[src/rtl/decrypt_pkg.sv]
// Shared types and constants for the decrypt datapath: FSM state encoding,
// default widths and the rotation amount the encryptor applied.
package decrypt_pkg;

  localparam int DATA_W_DEF = 4;
  localparam int ADDR_W_DEF = 4;
  localparam int ROT_AMT    = 2;

  typedef enum logic [1:0] {
    IDLE   = 2'd0,
    FETCH  = 2'd1,
    DIVIDE = 2'd2,
    FINISH = 2'd3
  } state_e;

endpackage

[src/rtl/decrypt_unit_if.sv]
// Request/status bundle of decrypt_unit plus the memory read port it shares.
// Handshake: start is a single-cycle request that is accepted only when busy=0;
// done pulses for one cycle with error/num_out valid, which then hold until the
// next accepted start. mem_rdata is combinational from mem_addr.
interface decrypt_unit_if #(
  parameter int DATA_W = decrypt_pkg::DATA_W_DEF,
  parameter int ADDR_W = decrypt_pkg::ADDR_W_DEF
) ();

  logic                  start;
  logic [ADDR_W-1:0]     addr;
  logic [DATA_W-1:0]     key;
  logic [ADDR_W-1:0]     mem_addr;
  logic [2*DATA_W-1:0]   mem_rdata;
  logic                  busy;
  logic                  done;
  logic                  error;
  logic [DATA_W-1:0]     num_out;

  modport slave (
    input  start, addr, key, mem_rdata,
    output mem_addr, busy, done, error, num_out
  );

  modport master (
    output start, addr, key, mem_rdata,
    input  mem_addr, busy, done, error, num_out
  );

endinterface

[src/rtl/decrypt_unit_div_step.sv]
// One restoring-division step: shift the next dividend bit into the partial
// remainder and subtract the divisor when it fits.
module div_step #(
  parameter int W = decrypt_pkg::DATA_W_DEF
) (
  input  logic [W:0]   rem_in,
  input  logic         dividend_msb,
  input  logic [W-1:0] divisor,
  output logic [W:0]   rem_out,
  output logic         q_bit
);

  logic [W+1:0] shifted;
  logic [W:0]   diff;

  always_comb begin
    shifted = {rem_in, dividend_msb};
    q_bit   = (shifted >= {2'b00, divisor});
    diff    = shifted[W:0] - {1'b0, divisor};
    rem_out = q_bit ? diff : shifted[W:0];
  end

endmodule

[src/rtl/decrypt_unit.sv]
// Decrypt unit: fetch ciphertext, restoring-divide by key, undo the rotation.
// Define DECRYPT_REM_CHECK_EN to reject ciphertext leaving a non-zero remainder.
module decrypt_unit
  import decrypt_pkg::*;
#(
  parameter int DATA_W = DATA_W_DEF,
  parameter int ADDR_W = ADDR_W_DEF
) (
  input  logic           clock,
  input  logic           reset_n,
  decrypt_unit_if.slave  bus,
  output state_e         dbg_state_o
);

  localparam int CW    = 2 * DATA_W;
  localparam int CNT_W = $clog2(CW + 1);

  state_e              state_q, state_d;
  logic [ADDR_W-1:0]   addr_q;
  logic [DATA_W-1:0]   key_q;
  logic [CW-1:0]       div_q;
  logic [DATA_W:0]     rem_q;
  logic [CW-1:0]       quot_q;
  logic [CNT_W-1:0]    cnt_q;
  logic                done_q;
  logic                error_q;
  logic [DATA_W-1:0]   num_q;

  logic                accept, load, step, finish, busy;
  logic [DATA_W:0]     rem_nxt;
  logic                q_bit;
  logic                error_d;
  logic [DATA_W-1:0]   num_d;

  always_ff @(posedge clock or negedge reset_n) begin
    if (!reset_n) state_q <= IDLE;
    else          state_q <= state_d;
  end

  always_comb begin
    state_d = state_q;
    unique case (state_q)
      IDLE:    if (bus.start) state_d = FETCH;
      FETCH:   state_d = DIVIDE;
      DIVIDE:  if (cnt_q == CNT_W'(1)) state_d = FINISH;
      FINISH:  state_d = IDLE;
      default: state_d = IDLE;
    endcase
  end

  always_comb begin
    accept = (state_q == IDLE) && bus.start;
    load   = (state_q == FETCH);
    step   = (state_q == DIVIDE);
    finish = (state_q == FINISH);
    busy   = (state_q != IDLE);
  end

  div_step #(.W(DATA_W)) u_div_step (
    .rem_in       (rem_q),
    .dividend_msb (div_q[CW-1]),
    .divisor      (key_q),
    .rem_out      (rem_nxt),
    .q_bit        (q_bit)
  );

  // key==0 yields an all-ones quotient; it is flagged here, not special-cased.
  always_comb begin
    error_d = (key_q == '0) || (quot_q[CW-1:DATA_W] != '0);
`ifdef DECRYPT_REM_CHECK_EN
    error_d = error_d || (rem_q != '0);
`endif
    num_d = error_d ? '0
                    : {quot_q[DATA_W-ROT_AMT-1:0], quot_q[DATA_W-1:DATA_W-ROT_AMT]};
  end

  always_ff @(posedge clock or negedge reset_n) begin
    if (!reset_n) begin
      addr_q  <= '0;
      key_q   <= '0;
      div_q   <= '0;
      rem_q   <= '0;
      quot_q  <= '0;
      cnt_q   <= '0;
      done_q  <= 1'b0;
      error_q <= 1'b0;
      num_q   <= '0;
    end else begin
      done_q <= finish;
      if (accept) begin
        addr_q  <= bus.addr;
        key_q   <= bus.key;
        error_q <= 1'b0;
        num_q   <= '0;
      end
      if (load) begin
        div_q  <= bus.mem_rdata;
        rem_q  <= '0;
        quot_q <= '0;
        cnt_q  <= CNT_W'(CW);
      end
      if (step) begin
        div_q  <= div_q << 1;
        rem_q  <= rem_nxt;
        quot_q <= {quot_q[CW-2:0], q_bit};
        cnt_q  <= cnt_q - CNT_W'(1);
      end
      if (finish) begin
        error_q <= error_d;
        num_q   <= num_d;
      end
    end
  end

  assign bus.mem_addr = addr_q;
  assign bus.busy     = busy;
  assign bus.done     = done_q;
  assign bus.error    = error_q;
  assign bus.num_out  = num_q;
  assign dbg_state_o  = state_q;

endmodule

[src/flat_wrapper.sv]
// flat-port wrapper written by rule: the top's interface ports become plain ports
module decrypt_unit_flat import decrypt_pkg::*;
#(
  parameter int DATA_W = DATA_W_DEF,
  parameter int ADDR_W = ADDR_W_DEF
)
  (clock, reset_n, dbg_state_o, bus_start, bus_addr, bus_key, bus_mem_rdata, bus_mem_addr, bus_busy, bus_done, bus_error, bus_num_out);
  decrypt_unit_if #(.DATA_W(DATA_W), .ADDR_W(ADDR_W)) bus_i ();
  input  logic clock;
  input  logic reset_n;
  output state_e dbg_state_o;
  input wire logic [$bits(bus_i.start)-1:0] bus_start;
  input wire logic [$bits(bus_i.addr)-1:0] bus_addr;
  input wire logic [$bits(bus_i.key)-1:0] bus_key;
  input wire logic [$bits(bus_i.mem_rdata)-1:0] bus_mem_rdata;
  output wire logic [$bits(bus_i.mem_addr)-1:0] bus_mem_addr;
  output wire logic [$bits(bus_i.busy)-1:0] bus_busy;
  output wire logic [$bits(bus_i.done)-1:0] bus_done;
  output wire logic [$bits(bus_i.error)-1:0] bus_error;
  output wire logic [$bits(bus_i.num_out)-1:0] bus_num_out;
  assign bus_i.start = bus_start;
  assign bus_i.addr = bus_addr;
  assign bus_i.key = bus_key;
  assign bus_i.mem_rdata = bus_mem_rdata;
  assign bus_mem_addr = bus_i.mem_addr;
  assign bus_busy = bus_i.busy;
  assign bus_done = bus_i.done;
  assign bus_error = bus_i.error;
  assign bus_num_out = bus_i.num_out;
  decrypt_unit #(.DATA_W(DATA_W), .ADDR_W(ADDR_W)) u_core (.clock(clock), .reset_n(reset_n), .bus(bus_i), .dbg_state_o(dbg_state_o));
endmodule
[config.mk]
export PLATFORM = sky130hd
export DESIGN_NAME = decrypt_unit_flat
export DESIGN_NICKNAME = d
export VERILOG_FILES = /design/src/rtl/decrypt_pkg.sv /design/src/rtl/decrypt_unit_if.sv /design/src/rtl/decrypt_unit_div_step.sv /design/src/rtl/decrypt_unit.sv /design/src/flat_wrapper.sv
export SDC_FILE = /design/constraint.sdc
export NUM_CORES = 1
export LEC_CHECK = 0
export ABC_AREA = 1
export ABC_CLOCK_PERIOD_IN_PS = 2200
export BUFFER_PORTS_ARGS = -buffer_cell sky130_fd_sc_hd__buf_2
export CAP_MARGIN = 20
export CORE_ASPECT_RATIO = 1.1
export CORE_MARGIN = 2
export CORE_UTILIZATION = 50
export CTS_CLUSTER_DIAMETER = 120
export DETAILED_ROUTE_END_ITERATION = 12
export PLACE_DENSITY = 0.72
export RECOVER_POWER = 50
export SKIP_CTS_REPAIR_TIMING = 1
export SYNTH_ARGS = -nofsm -noshare
export SYNTH_HDL_FRONTEND = slang
export SYNTH_SLANG_ARGS = --single-unit
[constraint.sdc]
create_clock -name clock -period 2.2 [get_ports clock]
set_input_delay 0.33 -clock clock [delete_from_list [all_inputs] [get_ports clock]]
set_output_delay 0.33 -clock clock [all_outputs]
set_load 0.05 [all_outputs]
==> reports/results.ini, run 1 <==
[status]
outcome=finished, final reports clean

[critical_path]
crit_top_cell=inv_1
r2r_setup_slack_ps=500
path_max_fanout=12
crit_slowest_cell=dfrtp_1
cp-end-kind=register
start_kind=register
critical_path.cell_chain=inv_1 > ha_1 > nand2_1 > inv_1 > nor2_1 > a22o_1
cp.arrival_ps=1890
cp.required_ps=2380
r2r-end=u_core.bus.error$_DFFE_PN0P_
rr_worst_depth=6
cpPeakStageDelay_ps=430
reg2reg_from=u_core.dbg_state_o[1]$_DFFE_PN0P_
worstSetupPathType=register to register

[route]
num_vias=1512
drt-initial-drc-count=77
drt-wirelength-per-cell_um=11.37
dr.pass1.iters=4
drtAntennaViolNets=0
drc=0
detail_route.vias_per_cell=4.815
drt_wl_total_mm=3.571

[yosys]
yosys.area.top_type=dfrtp_1
ys_seq_area_share_pct=51.77
syn_inst=224
synth_flop_cell=dfrtp_1
yosys.cell_types.count=25
synth_area_sq_um=1982
synth_nets=254
synth-edff-count=0
synth.most_common_cell=nand2_1
synth_seq_cells=41
synth_top_area_share_pct=51.77
synth_commonest_cells=nand2_1 (66), dfrtp_1 (41), inv_1 (29), nand3_1 (21), o21ai_0 (17)
synth_area_leaders=dfrtp_1 (52%), nand2_1 (13%), ha_1 (6.3%)
syn_area_per_cell_sq_um=8.848
async_flop_share_pct=100.0
ys_warn_count=0

[timing]
setup_tns_ps=0
period_needed_ps=1704
final.setup_skew_ps=5.468
period_share_pct=77.47
holdWs_ps=236.4
fmax_ghz=0.5867
slew_headroom_pct=34.19
slew_viol_final=0
fin_ws_ps=495.6
worst_pin_slew_ps=987.1
report.final.setup_viol=0
rsz0062_at_grt=no
finalHoldViolations=0

[placed_design]
placedCellCount=305
place_hpwl_mm=2.609
gp_congestion=0.8569
portBuffers=31
pre_cts_slack_ps=521.9

[layout]
nets=291
fin_cells=314
antennaDiodeCount=0
fillers=365
drive_gt1_share_pct=17.94
synthToLayoutAreaGrowth_pct=17.30

[pwr]
p_per_area_nw_per_um2=1631
power_leakage_nw=1.185
vdd_ir_drop_max_v=0.0008815

[flow_run]
maxCapViolCount=0

[clock_tree]
clk_pin_slew_ps=80
root_buffer=clkbuf_8
cts_tree=done
insertion_delay_ps=290
cts_inserted_buffers=5
cts_buffer_depth=2
cts.sinks=41
htree_levels=2

[hold_path]
min_path_cells=3
min_to=u_core.bus.mem_addr[2]$_DFFE_PN0P_
min-delay-start=bus_addr[2]
hp-class=input port to register

[floorplan]
dieArea_sq_um=4484
core.rowCount=24
start_util_pct=51.16
die_w_um=64.03
die_h_um=70.03
ioPinCount=32
core-area_sq_um=3874

[global_routing]
antenna_found_initial=0
grt_pass1_vias=1461
grt_max_degree=20
grt-ovfl-total=0
grt_use_total_pct=18.52
grt_pass1_wl_mm=6.520

-- logic make-up (layout without fill, tap and decap cells) --
logic type               after synthesis  in the layout  share of synthesized area (%)
AO/OA/AOI/OAI                         33             33                          9.216
XOR/XNOR                               1              1                         0.4420
adder cells (fa/ha/maj)               11             11                          7.323
buffers and inverters                 36             74                          7.576
flip-flops                            41             41                          51.77
AND/OR/NAND/NOR                      102            102                          23.67
-- area by class of cell --
cell class | instances | area [sq um] | area share (%)
flip-flops and latches | 41 | 1026 | 44.13
multi-input cells | 147 | 805.8 | 34.66
repair buffers | 35 | 177.7 | 7.643
inverters | 31 | 116.4 | 5.005
clock buffers | 5 | 68.82 | 2.960
clock inverters | 3 | 65.06 | 2.799
well taps | 52 | 65.06 | 2.799
-- per-layer routing --
metal / GRT usage (%) / routed length [um] / up-vias
met5: 0 / 0 / -
met1: 25.64 / 1732 / 681
met4: 6.763 / 55 / 0
met2: 28.70 / 1642 / 29
met3: 3.865 / 141 / 6
li1: - / - / 796
-- critical path: cells and delay by family (launching register included) --
| family | cells | cell delay [ps] |
|---|---|---|
| fa+ha+maj | 1 | 170 |
| compound gates | 1 | 250 |
| buf+inv | 2 | 430 |
| simple gates | 2 | 330 |
| flops | 1 | 430 |
-- how the worst max path moves through the flow --
| stage | start | end | slack (ps) | cells after the start |
|---|---|---|---|---|
| after floorplan | u_core.dbg_state_o[0]$_DFFE_PN0P_ | u_core.dbg_state_o[0]$_DFFE_PN0P_ | 340 | 7 |
| after global placement | u_core.dbg_state_o[0]$_DFFE_PN0P_ | u_core.bus.error$_DFFE_PN0P_ | 510 | 6 |
| after detailed placement | u_core.div_q[7]$_DFFE_PN0P_ | u_core.rem_q[3]$_DFFE_PN0P_ | 520 | 9 |
| after CTS | u_core.dbg_state_o[1]$_DFFE_PN0P_ | u_core.bus.error$_DFFE_PN0P_ | 490 | 6 |
| after global routing | reset_n | u_core.key_q[3]$_DFFE_PN0P_ | 310 | 3 |
| final | u_core.dbg_state_o[1]$_DFFE_PN0P_ | u_core.bus.error$_DFFE_PN0P_ | 500 | 6 |
-- flip-flops by register name (all words and copies together), names as in the netlist --
signal and flops:
u_core.key_q 4, u_core.bus.error 1, u_core.bus.num_out 4, u_core.rem_q 5, u_core.quot_q 8, u_core.bus.mem_addr 4
u_core.bus.done 1, u_core.div_q 8, u_core.cnt_q 4, u_core.dbg_state_o 2
-- where the power goes --
part	switching, mW	leakage, nW	internal (mW)
clock network	0.258	0.0681	0.451
logic	1.36	0.583	0.587
registers	0.125	0.533	1.01
-- per-stage QoR --
step	utilization (%)	cell area [sq um]	power, mW
floorplan	-	1982	2.728
global placement	56.56	2191	3.089
detailed placement	56.56	2191	3.114
CTS	60.01	2325	3.846
global route	60.01	2325	4.142
finish	60.01	2325	3.791
-- layout by cell type (no fill, tap or decap), drive strengths merged, types with 2 or more instances in the layout --
cell type / Yosys / final
ha: 10 / 10
inv: 31 / 31
bufinv: 0 / 2
clkbuf: 0 / 12
buf: 5 / 27
a21oi: 3 / 3
o22ai: 7 / 7
nor2: 9 / 9
o21ai: 20 / 20
nand3: 22 / 22
dfrtp: 41 / 41
o211ai: 2 / 2
nand2: 69 / 69
(Power assumes the default switching activity.)
==> inputs of run 2 (changes only) <==
--- a/config.mk
+++ b/config.mk
@@ -6,7 +6,7 @@
 export NUM_CORES = 1
 export LEC_CHECK = 0
 export ABC_AREA = 1
-export ABC_CLOCK_PERIOD_IN_PS = 2200
+export ABC_CLOCK_PERIOD_IN_PS = 1600
 export BUFFER_PORTS_ARGS = -buffer_cell sky130_fd_sc_hd__buf_2
 export CAP_MARGIN = 20
 export CORE_ASPECT_RATIO = 1.1
==> constraint.sdc (replaced) <==
create_clock -name clock -period 1.6 [get_ports clock]
set_input_delay 0.24 -clock clock [delete_from_list [all_inputs] [get_ports clock]]
set_output_delay 0.24 -clock clock [all_outputs]
set_load 0.05 [all_outputs]
==> run 2 against run 1 <==
Power up 47%. Maximum frequency up 7.8%. Largest power group unchanged. Critical path type unchanged. Flip-flop and latch count unchanged. Cell count up 2.9%. First-iteration DRC count down 47%. Largest cell class unchanged. Critical path depth up 2. Register-to-register slack worse by 480 ps. Core utilization up 2.9 points.
==> reports/results.ini, run 2 (synthesis results as in run 1) <==
[layout]
layout_commonest_cell=nand2_1
nets=300
synthToLayoutAreaGrowth_pct=23.04
top_regs=u_core.div_q (8), u_core.quot_q (8), u_core.rem_q (5)
drive_gt1_share_pct=25.83
mostFrequentLayoutCells=nand2_1 (64), dfrtp_1 (39), inv_1 (26), buf_2 (26), nand3_1 (21)
antennaDiodeCount=0

[timing]
final.setup_skew_ps=7.295
fin_ws_ps=18.80
slew_viol_final=0
period_share_pct=98.83
finalHoldViolations=0
period_needed_ps=1581
rsz0062_at_grt=yes
slew_headroom_pct=33.41
fmax_ghz=0.6324
worst_pin_slew_ps=998.8
report.final.setup_viol=0

[global_routing]
grt-ovfl-total=0
grt_max_degree=25
grt_use_total_pct=18.58
antenna_found_initial=0
grt_pass1_vias=1506
grt_pass1_wl_mm=6.541

[hold_path]
hp-class=input port to register

[critical_path]
cp-end-kind=register
cpPeakStageDelay_ps=400
path_max_fanout=6
cp.arrival_ps=1770
worstSetupPathType=register to register
r2r_setup_slack_ps=20
cp.required_ps=1790
critical_path.cell_chain=ha_2 > fa_2 > nor2_4 > nor2_4 > nand2_4 > nand2_2 > nand3_1 > o21ai_1
crit_slowest_cell=dfrtp_1
crit_top_cell=nor2_4
start_kind=register
cp_num_buf_inv=0
crit_family=adder cells

[floorplan]
core-area_sq_um=3874
start_util_pct=51.16
core.rowCount=24
die_h_um=70.03
die_w_um=64.03
ioPinCount=32
dieArea_sq_um=4484

[pwr]
total_power_mw=5.568
vdd_ir_drop_max_v=0.001214
power_leakage_nw=1.216
p_per_area_nw_per_um2=2283

[status]
outcome=finished, final reports clean

[placed_design]
portBuffers=31
gp_congestion=0.8659
pre_cts_slack_ps=-80.59
place_hpwl_mm=2.789

[clock_tree]
clk_pin_slew_ps=80
insertion_delay_ps=300
root_buffer=clkbuf_8
cts.sinks=41
htree_levels=2
cts_inserted_buffers=5
cts_buffer_depth=2
cts_tree=done

[route]
dr.pass1.iters=4
drc=0
drt-initial-drc-count=41
drtAntennaViolNets=0
drt_wl_total_mm=3.779
detail_route.vias_per_cell=4.882
num_vias=1577
drt-wirelength-per-cell_um=11.70

[flow_run]
maxCapViolCount=0

==> run 2: changes by cell type in the layout (fill, tap and decap cells not counted), moves of 2 or more <==
cell	before	now
inv_2	2	4
dfrtp_2	0	2
buf_4	2	11
nand2_2	1	3
ha_4	0	3
dfrtp_1	41	39
ha_1	10	6
clkinvlp_4	0	2
nand2_1	66	64
inv_1	29	26
clkbuf_1	6	4
==> run 2: tightest hold or removal path, delay by kind of cell <==
kind                   cells  cell delay (ps)
and+or+nand+nor            2               90
buffers and inverters      1               70
==> run 2: cell type report <==
type / instances / area (sq um)
repair buffers: 44 / 256.5
clock inverters: 3 / 46.29
clock buffers: 5 / 68.82
well taps: 52 / 65.06
flip-flops and latches: 41 / 1028
fillers: 329 / 1435
inverters: 31 / 120.1
multi-input cells: 147 / 853.3
==> run 2: final timing paths <==
path / from / to / depth (start not counted)
max: u_core.key_q[0]$_DFFE_PN0P_ / u_core.rem_q[0]$_DFFE_PN0P_ / 8
min: bus_addr[2] / u_core.bus.mem_addr[2]$_DFFE_PN0P_ / 3
max reg2reg: u_core.key_q[0]$_DFFE_PN0P_ / u_core.rem_q[0]$_DFFE_PN0P_ / 8
min reg2reg: u_core.bus.mem_addr[2]$_DFFE_PN0P_ / u_core.bus.mem_addr[2]$_DFFE_PN0P_ / 2
max in group asynchronous: reset_n / u_core.dbg_state_o[0]$_DFFE_PN0P_ / 3
min in group asynchronous: reset_n / u_core.key_q[3]$_DFFE_PN0P_ / 2
==> run 2: report_power, final <==
group	internal (mW)	total, mW	switching [mW]
registers	1.39	1.56	0.175
clock network	0.467	0.840	0.373
logic	1.15	3.16	2.01
==> run 2: metrics by stage <==
stage                     setup TNS, ps  hold slack [ps]  util [%]  instances  area (sq um)
after floorplan                       0           -55.59         -        224          1988
after global routing             -211.2            135.7     62.95        323          2439
after global placement           -24.53            207.7     58.40        312          2262
after detailed placement         -317.8            205.2     58.40        312          2262
after CTS                        -410.2           -119.2     61.37        320          2377
final                                 0            135.2     62.95        323          2439
==> run 2: layer usage <==
layer / wire length, um / vias to the layer above / share of wire, % / GRT usage (%)
li1: - / 812 / - / -
met1: 1696 / 721 / 45 / 23.04
met2: 1829 / 39 / 48 / 30.67
met3: 212 / 5 / 5.6 / 6.280
met4: 41 / 0 / 1.1 / 5.314
met5: 0 / - / 0 / 0
